--- src/rtl/serial_subtractor.sv ---
// Bit-serial two's-complement subtractor, LSB first, behind a start/done handshake.
// One borrow flop replaces the ripple chain; an n-bit op takes n+2 cycles end to end.
module serial_subtractor #(
  parameter int n = 4
) (
  input  logic         clk,
  input  logic         reset,
  input  logic         start,
  input  logic [n-1:0] x,
  input  logic [n-1:0] y,
  input  logic         b_in,
  output logic         busy,
  output logic         done,
  output logic [n-1:0] d,
  output logic         b_out,
  output logic         overflow
);

  localparam int CW = (n > 1) ? $clog2(n) : 1;
  localparam logic [CW-1:0] LAST = CW'(n - 1);
  localparam logic [CW-1:0] PRE  = CW'(n - 2);

  typedef enum logic [1:0] {
    IDLE,
    SHIFT,
    DONE
  } state_t;

  state_t          state_q, state_d;
  logic [n-1:0]    x_q, x_d;
  logic [n-1:0]    y_q, y_d;
  logic [n-1:0]    res_q, res_d;
  logic [CW-1:0]   cnt_q, cnt_d;
  logic            b_q, b_d;
  logic            b_msb_q, b_msb_d;
  logic [n-1:0]    d_q, d_d;
  logic            b_out_q, b_out_d;
  logic            ovf_q, ovf_d;

  logic            xi, yi, di, b_nxt;
  logic [n-1:0]    res_sh;

  always_comb begin
    xi     = x_q[0];
    yi     = y_q[0];
    di     = xi ^ yi ^ b_q;
    b_nxt  = (~xi & yi) | (~(xi ^ yi) & b_q);
    res_sh = {di, res_q[n-1:1]};

    state_d = state_q;
    x_d     = x_q;
    y_d     = y_q;
    res_d   = res_q;
    cnt_d   = cnt_q;
    b_d     = b_q;
    b_msb_d = b_msb_q;
    d_d     = d_q;
    b_out_d = b_out_q;
    ovf_d   = ovf_q;

    unique case (state_q)
      IDLE: begin
        if (start) begin
          x_d     = x;
          y_d     = y;
          b_d     = b_in;
          cnt_d   = '0;
          state_d = SHIFT;
        end
      end
      SHIFT: begin
        x_d   = {1'b0, x_q[n-1:1]};
        y_d   = {1'b0, y_q[n-1:1]};
        b_d   = b_nxt;
        res_d = res_sh;
        cnt_d = cnt_q + 1'b1;
        // borrow leaving bit n-2 is the borrow into the MSB
        if (cnt_q == PRE) begin
          b_msb_d = b_nxt;
        end
        if (cnt_q == LAST) begin
          d_d     = res_sh;
          b_out_d = b_nxt;
          ovf_d   = b_msb_q ^ b_nxt;
          cnt_d   = '0;
          state_d = DONE;
        end
      end
      DONE: begin
        state_d = IDLE;
      end
      default: begin
        state_d = IDLE;
      end
    endcase
  end

  always_ff @(posedge clk or posedge reset) begin
    if (reset) begin
      state_q <= IDLE;
      x_q     <= '0;
      y_q     <= '0;
      res_q   <= '0;
      cnt_q   <= '0;
      b_q     <= 1'b0;
      b_msb_q <= 1'b0;
      d_q     <= '0;
      b_out_q <= 1'b0;
      ovf_q   <= 1'b0;
    end else begin
      state_q <= state_d;
      x_q     <= x_d;
      y_q     <= y_d;
      res_q   <= res_d;
      cnt_q   <= cnt_d;
      b_q     <= b_d;
      b_msb_q <= b_msb_d;
      d_q     <= d_d;
      b_out_q <= b_out_d;
      ovf_q   <= ovf_d;
    end
  end

  assign busy     = (state_q != IDLE);
  assign done     = (state_q == DONE);
  assign d        = d_q;
  assign b_out    = b_out_q;
  assign overflow = ovf_q;

endmodule

--- config.mk ---
export PLATFORM = sky130hd
export DESIGN_NAME = serial_subtractor
export DESIGN_NICKNAME = d
export VERILOG_FILES = /design/src/rtl/serial_subtractor.sv
export SDC_FILE = /design/constraint.sdc
export NUM_CORES = 1
export LEC_CHECK = 0
export ABC_AREA = 1
export ABC_CLOCK_PERIOD_IN_PS = 1400
export BUFFER_PORTS_ARGS = -buffer_cell sky130_fd_sc_hd__buf_2
export CAP_MARGIN = 5
export CORE_MARGIN = 8
export CORE_UTILIZATION = 25
export CTS_BUF_LIST = sky130_fd_sc_hd__clkbuf_4
export CTS_CLUSTER_DIAMETER = 150
export DETAILED_ROUTE_END_ITERATION = 16
export PLACE_DENSITY_LB_ADDON = 0.25
export REMOVE_ABC_BUFFERS = 1
export SLEW_MARGIN = 20
export SYNTH_ARGS = -nofsm -noshare
export SYNTH_HDL_FRONTEND = slang
export SYNTH_SLANG_ARGS = --single-unit
--- constraint.sdc ---
create_clock -name clk -period 1.4 [get_ports clk]
set_input_delay 0.28 -clock clk [delete_from_list [all_inputs] [get_ports clk]]
set_output_delay 0.28 -clock clk [all_outputs]
set_load 0.01 [all_outputs]
==> impl_metrics.toml <==
[global_route]
antenna_found_initial = 0
grt_pass1_vias = 903
grt_pass1_wl_um = 4130
grt_overflow = 0
grt_usage = 0.0788
grt_max_degree = 24

[route]
drt_iter0_markers = 65
ant_nets = 0
via_per_inst = 4.08
vias = 856
wirelength_um = 2270
firstDrtPassIters = 4
drc_errors = 0
wl_per_cell_um = 10.8

[yosys]
synth_seq_cells = 23
synth_edf_count = 0
yosysMostFrequentCell = "nand2_1"
ys.flop_type = "dfrtp_1"
async_reset_ff_frac = 1.00
netlist_top_cells_area = "dfrtp_1, nand2_1, inv_1, nand3_1, o21ai_0"
postSynthAreaPerCell_um2 = 8.32
synth_cell_types = 17
synth_cells = 130
synth_top_area_cell = "dfrtp_1"
yosysTopAreaCellShare = 0.532
synth_warnings = 0
synthesis.area_um2 = 1080
synth_common_cells = "nand2_1, dfrtp_1, inv_1"
synth-seq-area-share = 0.532

[sta]
final_max_slew_viol_count = 0
worst_pin_slew_ns = 0.387
min_period_over_period = 0.962
setup_violations = 0
relSlewSlack = 0.742
final.setup.worst_slack_ns = 0.0537
max_freq_mhz = 743
rsz0062_at_grt = "true"
finalHoldViolCount = 0
fin_crit_ns = 1.35
fin_worst_skew_ns = 0.00459

[setup_path]
setup.worst_path.start_class = "flip-flop"
critPathCaptureType = "primary output"
worstPathMaxFanout = 3
required_ns = 1.12
crit_type = "flip-flop to primary output"
worstPathArrival_ns = 1.07

[place]
gp_congestion = 0.710
dp_slack_ns = 0.136
place_inst = 201
placed_area_um2 = 1240
dp_hpwl_um = 1670
io_buffers = 19

[clock_tree]
cts_tree = "done"
numCtsBuffers = 3
clk_pin_slew_ns = 0.12
clk_path_buf_depth = 2
clkLatencyLatePin_ns = 0.31
clock-sinks = 23
h-tree-depth = 1
root_buffer = "clkbuf_4"

[power]
leakage_nw = 0.728
vdd_drop_max_v = 0.000746
powerDensity_nw_per_um2 = 2120
totalPowerFinal_w = 0.00280

[cells_and_area]
stdcell_area_um2 = 1320
utilization = 0.310
drive_gt1_frac = 0.247
area_growth_pct = 22.1
insertedDiodeCount = 0
final_cells = 210
nNetsFinal = 174

[floorplanning]
die_y_um = 81.8
io_pins = 20
coreArea_um2 = 4260
die_w_um = 81.8
initial_core_util = 0.254
rows = 24
die_area_um2 = 6680

[outcome]
status = "complete, no violations"

[job]
max-cap-violations = 0

[worst_hold_path]
min_path_type = "primary input to flip-flop"
[worst max-delay path: stages (launching register included)]
cell and delay [ns]:
dfrtp_2 0.47, nor2_4 0.12, inv_1 0.04, buf_2 0.13
[cells in the final DEF, fill, tap and decap left out]
cell type and n:
buf_4 6, nor2_4 2, nand2_1 46, buf_2 19, dfrtp_1 21, nor2_1 2, o21ai_2 1, ha_1 2
nand2_4 1, o21ai_1 4, dlygate4sd3_1 1, fa_1 1, inv_2 1, nand2_2 2, dfrtp_2 2, inv_1 22
o21ai_0 9, clkbuf_4 4, nand3_1 10, xnor2_1 1, inv_4 1
[path summary, 6_finish.rpt]
path / cells past startpoint / to / slack, ns / from
min in group asynchronous: 4 / d[3] / 0.54 / reset
min: 3 / y_q[3] / 0.21 / y[3]
max reg2reg: 4 / overflow / 0.13 / x_q[0]
min reg2reg: 2 / d[0] / 0.49 / d[0]
max in group asynchronous: 4 / state_q[1] / 0.61 / reset
max: 3 / busy / 0.05 / state_q[1]
[cell type report]
| class | instances | area [um2] |
|---|---|---|
| clock buffers | 4 | 30.0 |
| flip-flops and latches | 23 | 578 |
| fillers | 459 | 2940 |
| inverters | 24 | 92.6 |
| repair buffers | 26 | 150 |
| multi-input cells | 81 | 404 |
| well taps | 52 | 65.1 |
[logic make-up after synthesis]
| family | count (synthesis) | synth area share |
|---|---|---|
| xor gates and xnor gates | 1 | 0.00810 |
| and+or+nand+nor | 63 | 0.249 |
| AOI/OAI and AO/OA | 14 | 0.0683 |
| adders and majority gates | 3 | 0.0417 |
| buffers and inverters | 26 | 0.101 |
| DFF | 23 | 0.532 |
[report_power, final]
group          internal, W  switching (W)
registers         0.000972       0.000180
logic             0.000532       0.000792
clock network     0.000131       0.000191
[per-layer routing]
metal | GRT usage | wire length (um)
met1 | 0.104 | 1160
met2 | 0.118 | 952
met3 | 0.0328 | 142
met4 | 0.0158 | 20
met5 | 0 | 0
[timing repair]
item / in CTS / in global routing
pin swaps: 0 / 1
hold endpoints to repair: 23 / 0
buffers inserted: 2 / 2
hold buffers: 1 / 0
setup endpoints to repair: 2 / 2
gates resized for setup: 4 / 1
[per-stage QoR]
stage | hold slack, ns | setup TNS [ns]
6_report | 0.208 | 0
2_1_floorplan | 0.282 | 0
3_5_place_dp | 0.345 | 0
4_1_cts | 0.195 | -0.00105
3_3_place_gp | 0.334 | 0
5_1_grt | 0.188 | -0.0137
[flip-flops by register name, summed over array words and instances, names as in the netlist]
| register | flops |
|---|---|
| x_q | 4 |
| y_q | 4 |
| b_msb_q | 1 |
| res_q | 3 |
| cnt_q | 2 |
| d | 4 |
| b_q | 1 |
| overflow | 1 |
| state_q | 2 |
| b_out | 1 |
Note: power is estimated with default switching activity, not from simulation.
